--- src/rtl/multicycle_control_if.sv ---
// multicycle_control_if
//   Bundle between the multicycle control FSM and its datapath.
//   master : the control unit (consumes IR fields/flags, drives enables/muxes)
//   slave  : the datapath (drives IR fields/flags, consumes enables/muxes)
//   Inputs to control : op, funct3, funct7b5, zero, mem_ready
//   Outputs of control: PCWrite, AdrSrc, IRWrite, MemWrite, RegWrite,
//                       ResultSrc, ALUSrcA, ALUSrcB, ImmSrc, ALU_control,
//                       instr_done, illegal, fsm_state
interface multicycle_control_if;
    logic [6:0] op;
    logic [2:0] funct3;
    logic       funct7b5;
    logic       zero;
    logic       mem_ready;

    logic       PCWrite;
    logic       AdrSrc;
    logic       IRWrite;
    logic       MemWrite;
    logic       RegWrite;
    logic [1:0] ResultSrc;
    logic [1:0] ALUSrcA;
    logic [1:0] ALUSrcB;
    logic [1:0] ImmSrc;
    logic [2:0] ALU_control;
    logic       instr_done;
    logic       illegal;
    logic [3:0] fsm_state;

    modport master (
        input  op, funct3, funct7b5, zero, mem_ready,
        output PCWrite, AdrSrc, IRWrite, MemWrite, RegWrite, ResultSrc,
               ALUSrcA, ALUSrcB, ImmSrc, ALU_control, instr_done, illegal,
               fsm_state
    );

    modport slave (
        output op, funct3, funct7b5, zero, mem_ready,
        input  PCWrite, AdrSrc, IRWrite, MemWrite, RegWrite, ResultSrc,
               ALUSrcA, ALUSrcB, ImmSrc, ALU_control, instr_done, illegal,
               fsm_state
    );
endinterface

--- src/rtl/multicycle_control.sv ---
// multicycle_control
//   Moore FSM sequencing RV32I instructions (lw, sw, R-type, I-type ALU,
//   beq/optional bne, jal) through a shared ALU and unified memory.
//   Stalls on mem_ready in FETCH, MEMREAD and MEMWRITE; unsupported opcodes
//   (or bne when EXT_BRANCH=0) park the FSM in TRAP until reset.
//   Parameters:
//     MEM_WAIT   1 = honour mem_ready, 0 = memory always ready
//     EXT_BRANCH 1 = bne (funct3 001) is legal
//   Ports:
//     clk    rising-edge clock
//     reset  synchronous, active-high
//     bus    control/datapath bundle (master side)
module multicycle_control #(
    parameter bit MEM_WAIT   = 1'b1,
    parameter bit EXT_BRANCH = 1'b0
) (
    input  logic                 clk,
    input  logic                 reset,
    multicycle_control_if.master bus
);

    typedef enum logic [3:0] {
        S_FETCH    = 4'd0,
        S_DECODE   = 4'd1,
        S_MEMADR   = 4'd2,
        S_MEMREAD  = 4'd3,
        S_MEMWB    = 4'd4,
        S_MEMWRITE = 4'd5,
        S_EXECR    = 4'd6,
        S_EXECI    = 4'd7,
        S_ALUWB    = 4'd8,
        S_BRANCH   = 4'd9,
        S_JAL      = 4'd10,
        S_TRAP     = 4'd15
    } state_e;

    // State-only (Moore) part of the control word.
    typedef struct packed {
        logic       pc_write;
        logic       adr_src;
        logic       ir_write;
        logic       mem_write;
        logic       reg_write;
        logic [1:0] result_src;
        logic [1:0] alu_src_a;
        logic [1:0] alu_src_b;
        logic [2:0] alu_control;
        logic       instr_done;
        logic       illegal;
    } ctrl_t;

    localparam logic [6:0] OP_LOAD   = 7'b0000011;
    localparam logic [6:0] OP_STORE  = 7'b0100011;
    localparam logic [6:0] OP_RTYPE  = 7'b0110011;
    localparam logic [6:0] OP_ITYPE  = 7'b0010011;
    localparam logic [6:0] OP_BRANCH = 7'b1100011;
    localparam logic [6:0] OP_JAL    = 7'b1101111;

    localparam logic [2:0] ALU_ADD = 3'b000;
    localparam logic [2:0] ALU_SUB = 3'b001;
    localparam logic [2:0] ALU_AND = 3'b010;
    localparam logic [2:0] ALU_OR  = 3'b011;
    localparam logic [2:0] ALU_SLT = 3'b101;

    localparam logic [1:0] SRCA_PC    = 2'b00;
    localparam logic [1:0] SRCA_OLDPC = 2'b01;
    localparam logic [1:0] SRCA_RS1   = 2'b10;
    localparam logic [1:0] SRCB_RS2   = 2'b00;
    localparam logic [1:0] SRCB_IMM   = 2'b01;
    localparam logic [1:0] SRCB_FOUR  = 2'b10;
    localparam logic [1:0] RES_ALUOUT = 2'b00;
    localparam logic [1:0] RES_DATA   = 2'b01;
    localparam logic [1:0] RES_ALURES = 2'b10;

    // ALU operation for EXECR/EXECI. Only R-type (op[5]=1) may subtract.
    function automatic logic [2:0] funct_alu(input logic op5, input logic [2:0] f3,
                                             input logic f7b5);
        logic [2:0] a;
        case (f3)
            3'b000:  a = (op5 & f7b5) ? ALU_SUB : ALU_ADD;
            3'b010:  a = ALU_SLT;
            3'b110:  a = ALU_OR;
            3'b111:  a = ALU_AND;
            default: a = ALU_ADD;
        endcase
        return a;
    endfunction

    function automatic ctrl_t moore_outs(input state_e s, input logic [2:0] alu_dec);
        ctrl_t c;
        c = '0;
        case (s)
            S_FETCH: begin
                c.alu_src_a   = SRCA_PC;
                c.alu_src_b   = SRCB_FOUR;
                c.alu_control = ALU_ADD;
                c.result_src  = RES_ALURES;
            end
            S_DECODE: begin
                c.alu_src_a   = SRCA_OLDPC;
                c.alu_src_b   = SRCB_IMM;
                c.alu_control = ALU_ADD;
            end
            S_MEMADR: begin
                c.alu_src_a   = SRCA_RS1;
                c.alu_src_b   = SRCB_IMM;
                c.alu_control = ALU_ADD;
            end
            S_MEMREAD: begin
                c.adr_src    = 1'b1;
                c.result_src = RES_ALUOUT;
            end
            S_MEMWB: begin
                c.result_src = RES_DATA;
                c.reg_write  = 1'b1;
                c.instr_done = 1'b1;
            end
            S_MEMWRITE: begin
                // Strobe held for the whole state, i.e. until mem_ready.
                c.adr_src    = 1'b1;
                c.result_src = RES_ALUOUT;
                c.mem_write  = 1'b1;
            end
            S_EXECR: begin
                c.alu_src_a   = SRCA_RS1;
                c.alu_src_b   = SRCB_RS2;
                c.alu_control = alu_dec;
            end
            S_EXECI: begin
                c.alu_src_a   = SRCA_RS1;
                c.alu_src_b   = SRCB_IMM;
                c.alu_control = alu_dec;
            end
            S_ALUWB: begin
                c.result_src = RES_ALUOUT;
                c.reg_write  = 1'b1;
                c.instr_done = 1'b1;
            end
            S_BRANCH: begin
                c.alu_src_a   = SRCA_RS1;
                c.alu_src_b   = SRCB_RS2;
                c.alu_control = ALU_SUB;
                c.result_src  = RES_ALUOUT;
                c.instr_done  = 1'b1;
            end
            S_JAL: begin
                c.alu_src_a   = SRCA_OLDPC;
                c.alu_src_b   = SRCB_FOUR;
                c.alu_control = ALU_ADD;
                c.result_src  = RES_ALUOUT;
                c.pc_write    = 1'b1;
            end
            S_TRAP:  c.illegal = 1'b1;
            default: c.illegal = 1'b1;
        endcase
        return c;
    endfunction

    state_e     state_q, state_d;
    ctrl_t      ctrl_q, ctrl_d;
    logic       ready;
    logic       branch_legal;
    logic       branch_taken;
    logic [1:0] imm_src;

    always_comb begin
        ready        = MEM_WAIT ? bus.mem_ready : 1'b1;
        branch_legal = (bus.funct3 == 3'b000) | (EXT_BRANCH & (bus.funct3 == 3'b001));
        branch_taken = ((bus.funct3 == 3'b000) & bus.zero) |
                       (EXT_BRANCH & (bus.funct3 == 3'b001) & ~bus.zero);
    end

    always_comb begin
        state_d = state_q;
        case (state_q)
            S_FETCH:    if (ready) state_d = S_DECODE;
            S_DECODE: begin
                case (bus.op)
                    OP_LOAD, OP_STORE: state_d = S_MEMADR;
                    OP_RTYPE:          state_d = S_EXECR;
                    OP_ITYPE:          state_d = S_EXECI;
                    OP_BRANCH:         state_d = branch_legal ? S_BRANCH : S_TRAP;
                    OP_JAL:            state_d = S_JAL;
                    default:           state_d = S_TRAP;
                endcase
            end
            S_MEMADR:   state_d = bus.op[5] ? S_MEMWRITE : S_MEMREAD;
            S_MEMREAD:  if (ready) state_d = S_MEMWB;
            S_MEMWB:    state_d = S_FETCH;
            S_MEMWRITE: if (ready) state_d = S_FETCH;
            S_EXECR:    state_d = S_ALUWB;
            S_EXECI:    state_d = S_ALUWB;
            S_ALUWB:    state_d = S_FETCH;
            S_BRANCH:   state_d = S_FETCH;
            S_JAL:      state_d = S_ALUWB;
            S_TRAP:     state_d = S_TRAP;
            default:    state_d = S_TRAP;
        endcase
    end

    // The Moore control word is decoded one cycle early from the next state,
    // so it appears registered yet lines up with state_q. IR fields are stable
    // from DECODE onward, so decoding funct bits here is safe.
    always_comb begin
        ctrl_d = moore_outs(reset ? S_FETCH : state_d,
                            funct_alu(bus.op[5], bus.funct3, bus.funct7b5));
    end

    always_ff @(posedge clk) begin
        if (reset) state_q <= S_FETCH;
        else       state_q <= state_d;
        ctrl_q <= ctrl_d;
    end

    always_comb begin
        case (bus.op)
            OP_STORE:  imm_src = 2'b01;
            OP_BRANCH: imm_src = 2'b10;
            OP_JAL:    imm_src = 2'b11;
            default:   imm_src = 2'b00;
        endcase
    end

    // Mealy overlays: fetch handshake, branch decision, store completion.
    assign bus.PCWrite     = ctrl_q.pc_write |
                             ((state_q == S_FETCH) & ready) |
                             ((state_q == S_BRANCH) & branch_taken);
    assign bus.IRWrite     = ctrl_q.ir_write | ((state_q == S_FETCH) & ready);
    assign bus.instr_done  = ctrl_q.instr_done | ((state_q == S_MEMWRITE) & ready);
    assign bus.AdrSrc      = ctrl_q.adr_src;
    assign bus.MemWrite    = ctrl_q.mem_write;
    assign bus.RegWrite    = ctrl_q.reg_write;
    assign bus.ResultSrc   = ctrl_q.result_src;
    assign bus.ALUSrcA     = ctrl_q.alu_src_a;
    assign bus.ALUSrcB     = ctrl_q.alu_src_b;
    assign bus.ALU_control = ctrl_q.alu_control;
    assign bus.illegal     = ctrl_q.illegal;
    assign bus.ImmSrc      = imm_src;
    assign bus.fsm_state   = state_q;

endmodule
--- src/flat_wrapper.sv ---
// flat-port wrapper written by rule: the top's interface ports become plain ports
module multicycle_control_flat 
#(
    parameter bit MEM_WAIT   = 1'b1,
    parameter bit EXT_BRANCH = 1'b0
)
  (clk, reset, bus_op, bus_funct3, bus_funct7b5, bus_zero, bus_mem_ready, bus_PCWrite, bus_AdrSrc, bus_IRWrite, bus_MemWrite, bus_RegWrite, bus_ResultSrc, bus_ALUSrcA, bus_ALUSrcB, bus_ImmSrc, bus_ALU_control, bus_instr_done, bus_illegal, bus_fsm_state);
  multicycle_control_if bus_i ();
  input  logic clk;
  input  logic reset;
  input wire logic [$bits(bus_i.op)-1:0] bus_op;
  input wire logic [$bits(bus_i.funct3)-1:0] bus_funct3;
  input wire logic [$bits(bus_i.funct7b5)-1:0] bus_funct7b5;
  input wire logic [$bits(bus_i.zero)-1:0] bus_zero;
  input wire logic [$bits(bus_i.mem_ready)-1:0] bus_mem_ready;
  output wire logic [$bits(bus_i.PCWrite)-1:0] bus_PCWrite;
  output wire logic [$bits(bus_i.AdrSrc)-1:0] bus_AdrSrc;
  output wire logic [$bits(bus_i.IRWrite)-1:0] bus_IRWrite;
  output wire logic [$bits(bus_i.MemWrite)-1:0] bus_MemWrite;
  output wire logic [$bits(bus_i.RegWrite)-1:0] bus_RegWrite;
  output wire logic [$bits(bus_i.ResultSrc)-1:0] bus_ResultSrc;
  output wire logic [$bits(bus_i.ALUSrcA)-1:0] bus_ALUSrcA;
  output wire logic [$bits(bus_i.ALUSrcB)-1:0] bus_ALUSrcB;
  output wire logic [$bits(bus_i.ImmSrc)-1:0] bus_ImmSrc;
  output wire logic [$bits(bus_i.ALU_control)-1:0] bus_ALU_control;
  output wire logic [$bits(bus_i.instr_done)-1:0] bus_instr_done;
  output wire logic [$bits(bus_i.illegal)-1:0] bus_illegal;
  output wire logic [$bits(bus_i.fsm_state)-1:0] bus_fsm_state;
  assign bus_i.op = bus_op;
  assign bus_i.funct3 = bus_funct3;
  assign bus_i.funct7b5 = bus_funct7b5;
  assign bus_i.zero = bus_zero;
  assign bus_i.mem_ready = bus_mem_ready;
  assign bus_PCWrite = bus_i.PCWrite;
  assign bus_AdrSrc = bus_i.AdrSrc;
  assign bus_IRWrite = bus_i.IRWrite;
  assign bus_MemWrite = bus_i.MemWrite;
  assign bus_RegWrite = bus_i.RegWrite;
  assign bus_ResultSrc = bus_i.ResultSrc;
  assign bus_ALUSrcA = bus_i.ALUSrcA;
  assign bus_ALUSrcB = bus_i.ALUSrcB;
  assign bus_ImmSrc = bus_i.ImmSrc;
  assign bus_ALU_control = bus_i.ALU_control;
  assign bus_instr_done = bus_i.instr_done;
  assign bus_illegal = bus_i.illegal;
  assign bus_fsm_state = bus_i.fsm_state;
  multicycle_control #(.MEM_WAIT(MEM_WAIT), .EXT_BRANCH(EXT_BRANCH)) u_core (.clk(clk), .reset(reset), .bus(bus_i));
endmodule
--- config.mk ---
export PLATFORM = sky130hd
export DESIGN_NAME = multicycle_control_flat
export DESIGN_NICKNAME = d
export VERILOG_FILES = /design/src/rtl/multicycle_control_if.sv /design/src/rtl/multicycle_control.sv /design/src/flat_wrapper.sv
export SDC_FILE = /design/constraint.sdc
export NUM_CORES = 1
export LEC_CHECK = 0
export CAP_MARGIN = 20
export CORE_UTILIZATION = 55
export CTS_BUF_LIST = sky130_fd_sc_hd__clkbuf_8
export CTS_CLUSTER_SIZE = 14
export DETAILED_ROUTE_END_ITERATION = 7
export DONT_BUFFER_PORTS = 1
export PLACE_DENSITY = 0.69
export SYNTH_ARGS = -nofsm -noshare
export SYNTH_HDL_FRONTEND = slang
export SYNTH_SLANG_ARGS = --single-unit
--- constraint.sdc ---
create_clock -name clk -period 3.6 [get_ports clk]
set_clock_uncertainty 0.1 [all_clocks]
set_input_delay 0.9 -clock clk [delete_from_list [all_inputs] [get_ports clk]]
set_output_delay 0.9 -clock clk [all_outputs]
set_load 0.05 [all_outputs]
==> flow_summary.yaml, run 1 <==
placement:
  dpl-instance-area_um2: 1050
  dp_hpwl_um: 1620
  post-place-cells: 145
  io_buffers: 0
  post-place-ws_ps: 840
  globalplace.congestion: 0.808
clocking:
  clkTransAtPathRegs_ps: 60
  cts_hold_buf: 0
  cts_max_level: 1
  cts_tree: "done"
  numCtsBuffers: 3
  cts_resized: 0
  clockBufferDepth: 2
  clkSinkCount: 19
  insertion_delay_ps: 250
  ctsRootBufferMaster: "clkbuf_8"
  cts_setup_buffers: 0
worst_setup_path:
  max_stage_delay_ps: 540
  r2r_cells: 6
  slowest_stage: "and3b_1"
  critPathBufInv: 2
  reg2reg_setup_slack_ps: 1400
  cp_common_cell: "buf_4"
  cp.arrival_ps: 1940
  cp_data_required_time_ps: 2600
  path_max_fanout: 13
  path_delay_family: "simple AND/OR/NAND/NOR gates"
  critPathKind: "register to output port"
  critPathLaunchType: "register"
  crit_chain: "buf_4 -> nor3_1 -> and3b_1 -> nor2_1 -> o21ai_1 -> buf_4"
  cp-end-kind: "output port"
  cp.depth: 6
sta:
  finalHoldViolations: 0
  fin_crit_ps: 2940
  worst_pin_slew_ps: 591
  finalMaxSlewViolations: 0
  setup_viol: 0
  relSlewSlack: 0.605
  whs_ps: 613
  fin_crit_sh: 0.816
  clock.fmax_mhz: 341
  timing.setup.tns_ps: 0
  fin_ws_ps: 663
  grt_setup_unrepaired: "no"
global_route:
  grt_overflow_total: 0
  grt_pass1_wl_um: 3240
  grt_pass1_vias: 714
  grt_usage: 0.212
  grt_antenna_before_repair: 0
  grt_max_degree: 14
drt:
  drc: 0
  vias: 894
  drt-wirelength-per-cell_um: 14.4
  drt-pass1-iter-count: 4
  first_iter_violations: 7
  routed_wl_um: 2150
  vias_per_cell: 6.00
  antenna_left: 0
cells_and_area:
  diodes: 0
  layout.nets: 140
  syn_to_final_growth_pct: 0.922
  final_core_util: 0.615
  finalNonFillerCells: 149
  layout-drive-gt1-share: 0.129
  design_area_um2: 1100
min_path:
  min_path_cells: 1
  hold_path_class: "input pin to register"
synthesis:
  synth.area.top_cells: "dfxtp_1 (35%), buf_4 (6.2%), nor2_1 (4.8%)"
  yosysMostFrequentCell: "dfxtp_1"
  yosys_most_used_dff: "dfxtp_1"
  ys_seq_area_frac: 0.350
  synth_seq_cells: 19
  yosysTopAreaCellShare: 0.350
  yosysTopAreaCell: "dfxtp_1"
  syn_area_um2: 1090
  syn_nets: 145
  synth_top_cells_by_count: "dfxtp_1 (19), nor2_1 (14), a21oi_1 (9), buf_4 (9), nand2_1 (7)"
  ys_types: 44
  postSynthAreaPerCell_um2: 8.35
  synthCells: 130
  yosys_warnings: 0
  async_flop_share: 0
  synth_edf_count: 0
floorplan:
  start_util: 0.609
  ios: 37
  die_w_um: 46.4
  fp.dieH_um: 46.4
  die_area_um2: 2160
  coreArea_um2: 1780
  rows: 15
outcome:
  status: "complete, no violations"
power:
  p_leak_nw: 0.437
  vdd_drop_max_v: 0.000740
  powerDensity_nw_per_um2: 1140
  power_mw: 1.25
job:
  max_cap_viol_count: 0
flip-flops by register name, indices dropped and copies added, names as in the netlist:
register and flops:
u_core.bus.ResultSrc 2, u_core.bus.RegWrite 1, u_core.bus.fsm_state 4, u_core.ctrl_q 2, u_core.bus.illegal 1, u_core.bus.AdrSrc 1
u_core.bus.ALUSrcA 2, u_core.bus.ALU_control 3, u_core.bus.MemWrite 1, u_core.bus.ALUSrcB 2
worst register-to-register path, cell delays in order (launching register included):
cell and delay, ps:
dfxtp_1 320, buf_4 220, or4b_4 570, o32ai_1 570, nor2_1 110, o21ai_1 130
a21oi_1 70
cell usage in the layout, fill, tap and decap left out, types with 2 or more instances in the layout:
master	instances
dfxtp_1	19
nor2_1	14
a21oi_1	9
nand2_1	7
buf_4	7
nor3_1	6
inv_1	5
nand2b_1	5
and3_1	4
nand3_1	4
a41o_1	4
clkbuf_8	3
or3_1	2
xnor2_1	2
o22ai_1	2
nor2b_1	2
a31oi_1	2
nand4_1	2
o31ai_1	2
o21ai_1	2
logic make-up (layout without fill, tap and decap cells):
logic type / after synthesis / in the layout / synth area share
XOR/XNOR: 2 / 2 / 0.0161
AND/OR/NAND/NOR: 56 / 56 / 0.293
flip-flops: 19 / 19 / 0.350
buffers and inverters: 21 / 15 / 0.123
AO/OA/AOI/OAI: 32 / 32 / 0.218
power breakdown:
part	total (mW)	switching, mW	internal [mW]
clock	0.137	0.0616	0.0756
combinational	0.681	0.465	0.216
sequential	0.434	0.158	0.276
total	1.25	0.685	0.568
per-layer routing:
metal  share of wire  global-route usage  vias to the layer above
met3           0.087              0.0784                        2
li1                -                   -                      458
met5               0                   0                        -
met1            0.50               0.314                      399
met2            0.41               0.297                       35
met4          0.0037              0.0176                        0
path summary, 6_finish.rpt:
| check | startpoint | to |
|---|---|---|
| hold reg to reg | u_core.bus.fsm_state[1] | u_core.bus.ResultSrc[0] |
| setup reg to reg | u_core.bus.fsm_state[1] | u_core.bus.ALUSrcB[0] |
| setup / recovery | u_core.bus.fsm_state[0] | bus_PCWrite |
| hold / removal | reset | u_core.bus.fsm_state[1] |
final cells by class:
type                    count  area, um^2
fillers                   170         687
flip-flops and latches     19         380
inverters                   4        15.0
clock inverters             1        3.75
multi-input cells          90         572
well taps                  25        31.3
clock buffers               3        41.3
repair buffers              7        52.6
(Power assumes the default switching activity.)
==> run 2, diff against run 1 <==
clock period = 3 ns   (was 3.6 ns; I/O delays follow)
==> run 2 against run 1 <==
Compared with the run above: power increased by 21%; final area unchanged; non-clock buffer count unchanged; sequential share of layout area unchanged; register-to-register slack got worse by 780 ps; global-route usage increased by 1.7 points; largest cell class unchanged.
==> flow_summary.yaml, run 2 (synthesis results as in run 1) <==
placement:
  dp_hpwl_um: 1640
  io_buffers: 0
  globalplace.congestion: 0.786
clocking:
  cts_max_level: 1
  numCtsBuffers: 3
  insertion_delay_ps: 250
  clkTransAtPathRegs_ps: 60
  cts_tree: "done"
  cts_hold_buf: 0
  cts_resized: 0
  clockBufferDepth: 2
  clkSinkCount: 19
  ctsRootBufferMaster: "clkbuf_8"
  cts_setup_buffers: 0
power:
  vdd_drop_max_v: 0.000726
  powerDensity_nw_per_um2: 1390
  clkPwrFrac: 0.112
  power_mw: 1.52
  swShare: 0.550
  p_seq_frac: 0.391
  p_comb_frac: 0.497
  power.internal_mw: 0.684
  p_leak_nw: 0.436
  switchingPower_mw: 0.835
min_path:
  hold_path_class: "input pin to register"
worst_setup_path:
  path_max_fanout: 12
  cp.arrival_ps: 1760
  cp-end-kind: "output port"
  cp_data_required_time_ps: 2150
  critPathKind: "register to output port"
  critPathLaunchType: "register"
sta:
  relSlewSlack: 0.456
  grt_setup_unrepaired: "no"
  fin_crit_sh: 0.868
  whs_ps: 458
  fin_crit_ps: 2610
  worst_pin_slew_ps: 815
  timing.setup.tns_ps: 0
  finalMaxSlewViolations: 0
  clock.fmax_mhz: 384
  setup_viol: 0
  finalHoldViolations: 0
global_route:
  grt_antenna_before_repair: 0
  grt_overflow_total: 0
  grt_usage: 0.229
  grt_max_degree: 14
  grt_pass1_vias: 729
  grt_pass1_wl_um: 3390
cells_and_area:
  syn_to_final_growth_pct: 0.922
  final_core_util: 0.615
  layout-drive-gt1-share: 0.129
  largest_reg_flops: 4
  diodes: 0
  final_common_cell: "dfxtp_1"
  layout.nets: 140
  final_cell_mix: "dfxtp_1 (19), nor2_1 (14), a21oi_1 (9), nand2_1 (7), buf_4 (7)"
drt:
  first_iter_violations: 38
  antenna_left: 0
  drc: 0
  drt-wirelength-per-cell_um: 14.8
  vias_per_cell: 6.28
  vias: 935
  drt-pass1-iter-count: 4
  routed_wl_um: 2210
outcome:
  status: "complete, no violations"
floorplan:
  start_util: 0.609
  coreArea_um2: 1780
  ios: 37
  die_area_um2: 2160
  die_w_um: 46.4
  rows: 15
  fp.dieH_um: 46.4
job:
  max_cap_viol_count: 0
[run 2: cell counts in the layout (fill, tap and decap cells not counted)]
No cell type changed its count.
[run 2: metal layers]
metal	GRT usage	part of all wire
met1	0.323	0.44
met2	0.317	0.45
met3	0.0863	0.11
met4	0.0706	0.011
met5	0	0
[run 2: layout make-up]
class	count	area (um^2)
sequential	19	380
tap	25	31.3
fill	158	687
inverter	4	15.0
timing repair buffer	7	52.6
clock inverter	1	3.75
multi-input combinational	90	572
clock buffer	3	41.3
[run 2: final timing paths]
check,slack (ps),endpoint,from,cells after the start
max,390,bus_instr_done,u_core.bus.fsm_state[1],2
min,460,u_core.bus.ALU_control[2],bus_funct3[2],1
max reg2reg,620,u_core.bus.RegWrite,u_core.bus.fsm_state[1],6
min reg2reg,860,u_core.bus.RegWrite,u_core.bus.fsm_state[3],3
[run 2: stage by stage]
| step | cell area, um^2 | cells | setup slack (ps) |
|---|---|---|---|
| detailed placement | 1050 | 145 | 596 |
| global placement | 1050 | 145 | 594 |
| finish | 1100 | 149 | 395 |
| global route | 1100 | 149 | 312 |
| floorplan | 1090 | 130 | 147 |
| CTS | 1100 | 149 | 409 |
[run 2: power groups by stage]
stage | Combinational [mW] | Sequential (mW) | Clock (mW)
floorplan | 0.775 | 0.497 | 0
global placement | 0.740 | 0.596 | 0
detailed placement | 0.747 | 0.597 | 0
CTS | 0.751 | 0.593 | 0.172
global route | 0.820 | 0.610 | 0.184
finish | 0.756 | 0.594 | 0.170
[run 2: worst max-delay path, stage by stage, from the launching register on]
cell,delay (ps)
dfxtp_1,850
nor2b_1,180
a41o_1,470
==> run 3, diff against run 2 <==
CORE_ASPECT_RATIO = 2   (was default)
CORE_UTILIZATION = 30   (was 55)
CTS_CLUSTER_DIAMETER = 200   (was default)
PLACE_DENSITY = 0.43   (was 0.69)
SETUP_SLACK_MARGIN = 0.15   (was default)
==> run 3 against run 2 <==
Compared with the run above: non-clock buffer count rose by 2; sequential power fell by 2%; clock power rose by 8%; routed wire length rose by 25%; die area rose by 80%; critical endpoint unchanged.
==> flow_summary.yaml, run 3 (synthesis results as in run 1) <==
sta:
  timing.setup.tns_ps: 0
  grt_setup_unrepaired: "no"
  finalHoldViolations: 0
  fin_crit_sh: 0.872
  relSlewSlack: 0.460
  fin_ws_ps: 383
  clock.fmax_mhz: 382
  worst_pin_slew_ps: 808
  setup_viol: 0
  finalMaxSlewViolations: 0
  fin_crit_ps: 2620
clocking:
  clkTransAtPathRegs_ps: 70
  cts_max_level: 1
  cts_tree: "done"
  cts_setup_buffers: 0
  clockBufferDepth: 2
  clkSinkCount: 19
  numCtsBuffers: 3
  insertion_delay_ps: 260
  cts_resized: 0
  ctsRootBufferMaster: "clkbuf_8"
  cts_hold_buf: 0
floorplan:
  die_w_um: 44.5
  die_area_um2: 3880
  coreArea_um2: 3420
  rows: 30
  ios: 37
  start_util: 0.318
  fp.dieH_um: 87.1
min_path:
  hold_path_class: "input pin to register"
worst_setup_path:
  reg2reg_setup_slack_ps: 540
  critPathLaunchType: "register"
  path_max_fanout: 12
  timing.rr.start: "u_core.bus.fsm_state[1]"
  cp_data_required_time_ps: 2150
  critPathKind: "register to output port"
  r2r_end: "u_core.bus.RegWrite"
  slowest_stage: "dfxtp_1"
  r2r_cells: 6
  max_stage_delay_ps: 850
  cp.arrival_ps: 1770
  crit_path_end: "bus_instr_done"
  crit_chain: "nor2b_1 -> a41o_1"
  cp-end-kind: "output port"
  timing.critical_path.from: "u_core.bus.fsm_state[1]"
cells_and_area:
  layout.nets: 142
  largest_reg_flops: 4
  diodes: 0
  syn_to_final_growth_pct: 5.41
  final_cell_mix: "dfxtp_1 (19), nor2_1 (14), a21oi_1 (9), buf_4 (9), nand2_1 (7)"
  layout-drive-gt1-share: 0.159
  final_common_cell: "dfxtp_1"
  finalNonFillerCells: 174
global_route:
  grt_pass1_wl_um: 4360
  grt_pass1_vias: 946
  grt_max_degree: 14
  grt_usage: 0.155
  grt_overflow_total: 0
  grt_antenna_before_repair: 0
power:
  p_leak_nw: 0.447
  switchingPower_mw: 0.866
  power_mw: 1.57
  vdd_drop_max_v: 0.000622
  powerDensity_nw_per_um2: 1370
  power.internal_mw: 0.704
  swShare: 0.552
  clkPwrFrac: 0.116
  p_comb_frac: 0.514
  p_seq_frac: 0.370
placement:
  post-place-ws_ps: 575
  io_buffers: 0
  post-place-cells: 170
  globalplace.congestion: 0.789
  dp_hpwl_um: 2060
drt:
  vias: 921
  drt-pass1-iter-count: 4
  vias_per_cell: 5.29
  drt-wirelength-per-cell_um: 15.8
  drc: 0
  first_iter_violations: 15
  antenna_left: 0
  routed_wl_um: 2760
job:
  max_cap_viol_count: 0
outcome:
  status: "complete, no violations"
[run 3: cell count changes in the layout (fill, tap and decap cells not counted)]
cell      delta
clkinv_2     +1
buf_4        +2
inv_1        -1
o21ai_2      +1
o21ai_1      -1
[run 3: metal layers]
| layer | track usage | vias to the layer above | routed length [um] |
|---|---|---|---|
| met5 | 0 | - | 0 |
| met1 | 0.165 | 434 | 1050 |
| met3 | 0.0145 | 4 | 116 |
| met4 | 0.0826 | 0 | 54 |
| li1 | - | 454 | - |
| met2 | 0.283 | 29 | 1530 |
[run 3: area by class of cell]
cell class                      count  area (um^2)
Fill cell                         370         2270
Multi-Input combinational cell     90          576
Sequential cell                    19          380
Timing Repair Buffer                9         67.6
Tap cell                           48         60.1
Clock buffer                        3         41.3
Inverter                            4         15.0
Clock inverter                      1         5.00
[run 3: through the flow]
| stage | util | hold WS, ps | cell area [um^2] |
|---|---|---|---|
| after floorplan | - | 719 | 1090 |
| after global placement | 0.322 | 720 | 1100 |
| after detailed placement | 0.322 | 721 | 1100 |
| after CTS | 0.335 | 447 | 1140 |
| after global routing | 0.335 | 443 | 1140 |
| final | 0.335 | 450 | 1140 |
[run 3: power by group through the flow]
stage / logic, mW / registers [mW] / clock network [mW]
after CTS: 0.810 / 0.582 / 0.185
after global placement: 0.799 / 0.587 / 0
after global routing: 0.889 / 0.594 / 0.195
after floorplan: 0.779 / 0.497 / 0
after detailed placement: 0.806 / 0.587 / 0
final: 0.807 / 0.581 / 0.183
[run 3: critical path: cells and delay by family, from the launching register on]
family | cells | cell delay (ps)
DFF | 1 | 850
and+or+nand+nor | 1 | 190
AOI/OAI and AO/OA | 1 | 470
[run 3: how the worst min path moves through the flow]
stage | start | to | depth (start not counted)
finish | bus_funct3[2] | u_core.bus.ALU_control[2] | 1
global route | bus_funct3[2] | u_core.bus.ALU_control[2] | 1
CTS | bus_funct3[2] | u_core.bus.ALU_control[2] | 1
detailed placement | bus_funct3[2] | u_core.bus.ALU_control[2] | 1
global placement | bus_funct3[2] | u_core.bus.ALU_control[2] | 1
floorplan | bus_funct3[2] | u_core.bus.ALU_control[2] | 1
==> RTL edit (settings of run 3) <==
`MEM_WAIT` is set to 1'b1 in 2 places; all go to 1'b0.
--- a/src/rtl/multicycle_control.sv
+++ b/src/rtl/multicycle_control.sv
@@ -13,3 +13,3 @@
 module multicycle_control #(
-    parameter bit MEM_WAIT   = 1'b1,
+    parameter bit MEM_WAIT   = 1'b0,
     parameter bit EXT_BRANCH = 1'b0
--- a/src/flat_wrapper.sv
+++ b/src/flat_wrapper.sv
@@ -3,3 +3,3 @@
 #(
-    parameter bit MEM_WAIT   = 1'b1,
+    parameter bit MEM_WAIT   = 1'b0,
     parameter bit EXT_BRANCH = 1'b0
Function: changed (a bounded check fails within 4 cycles, from zero or initial values).
==> RTL edit against run 3 <==
The flow now finishes with violations (design-rule violations). Setup slack got worse by 46 ps. Wire length decreased by 15%. Non-clock buffer count decreased by 3. First-iteration DRC count increased by 53%. Global-route usage decreased by 2.1 points. Critical path depth increased by 2. Synthesized area decreased by 3.0%. Final area decreased by 4.3%. Sequential share of layout area increased by 1.7 points. Sequential cell count unchanged. Critical path type unchanged.
Power is not shown: default switching activity piles up to over one toggle a cycle in this logic, so the estimate is an artifact.
==> RTL edit: results <==
[hold_path]
hold_class = "input pin to flop"

[clock_tree]
post_cts_buffers = 0
postCtsResizedCells = 0
cts_buffers = 3
clock_path_buffers = 2
htree_levels = 1
clk_latency_ps = 250
clkTransAtPathRegs_ps = 70
cts_tree = "done"
ctsRootBufferMaster = "clkbuf_8"

[layout]
num-nets-final = 131
largest_reg_flops = 4
insertedDiodeCount = 0
fill_cells = 371
drive_above_1_share_pct = 19.1

[synthesis]
synth_common_cells = "dfxtp_1, nor2_1, buf_4, a21oi_1"
ys_types = 42
yosys-top-cells-area = "dfxtp_1, buf_4, nor2_1"
seq_area_frac_synth_pct = 36.1
async_reset_ff_share_pct = 0
yosysWarnings = 0
syn-num-nets = 136
synthFlopType = "dfxtp_1"

[place]
portBuffers = 0
dp_hpwl_mm = 1.81
gp_congestion = 0.791
place_worst_setup_slack_ps = 343

[routing]
viasPerCell = 5.71
post-route-drc-count = 2
top_layer = "met4"
route.met2.wl_mm = 1.25
drt-met1-wl_um = 892
post_drt_wl_per_cell_um = 15.9
drtPass1Iterations = 8
met3_length_um = 136
drt_iter0_drc = 23

[grt]
grt_pass1_vias = 787
grt_max_degree = 14
antenna_found_initial = 0
grt_pass1_wl_mm = 3.78
grt.total_usage_pct = 13.4

[timing]
max_slew_margin_pct = 50.7

[run_status]
violations = "design-rule violations"
outcome = "finished with violations"

[critical_path]
worstPathArrival_ps = 1810
worstPathMaxFanout = 11
[RTL edit: path summary, 6_finish.rpt]
kind / start / end / slack (ps) / cells after the start
worst max register to register: u_core.bus.fsm_state[2] / u_core.bus.ALUSrcB[0] / 860 / 4
worst min register to register: u_core.bus.fsm_state[1] / u_core.bus.ALUSrcA[0] / 870 / 5
worst min-delay path: reset / u_core.ctrl_q[1] / 470 / 1
worst max-delay path: u_core.bus.fsm_state[3] / bus_PCWrite / 340 / 4
[RTL edit: kinds of logic (layout without fill, tap and decap cells)]
group / after synthesis / count (layout) / synth area share (%)
simple gates: 50 / 50 / 26.0
compound gates: 28 / 28 / 23.9
buf+inv: 21 / 15 / 11.5
flops: 19 / 19 / 36.1
xor+xnor: 3 / 3 / 2.49
[RTL edit: metal layers]
layer	vias to the layer above	track usage, %
li1	421	-
met3	4	2.32
met1	386	15.4
met4	0	8.26
met5	-	0
met2	28	22.3
[RTL edit: final cells by class]
class | instances | area share, %
clock buffers | 3 | 3.77
clock inverters | 1 | 0.342
inverters | 5 | 1.71
multi-input cells | 81 | 51.5
flip-flops and latches | 19 | 34.9
well taps | 32 | 3.65
repair buffers | 6 | 4.11
[RTL edit: worst max-delay path, stage by stage (launching register included)]
cell     delay [ps]
dfxtp_2         610
or3_1           380
nor2_4           40
or3_1           340
buf_4           190
[RTL edit: stage by stage]
step	area (sq um)	util, %	instances
after floorplan	1070	-	121
after global placement	1050	31.1	143
after detailed placement	1050	31.1	143
after CTS	1100	32.4	147
after global routing	1100	32.4	147
final	1100	32.4	147
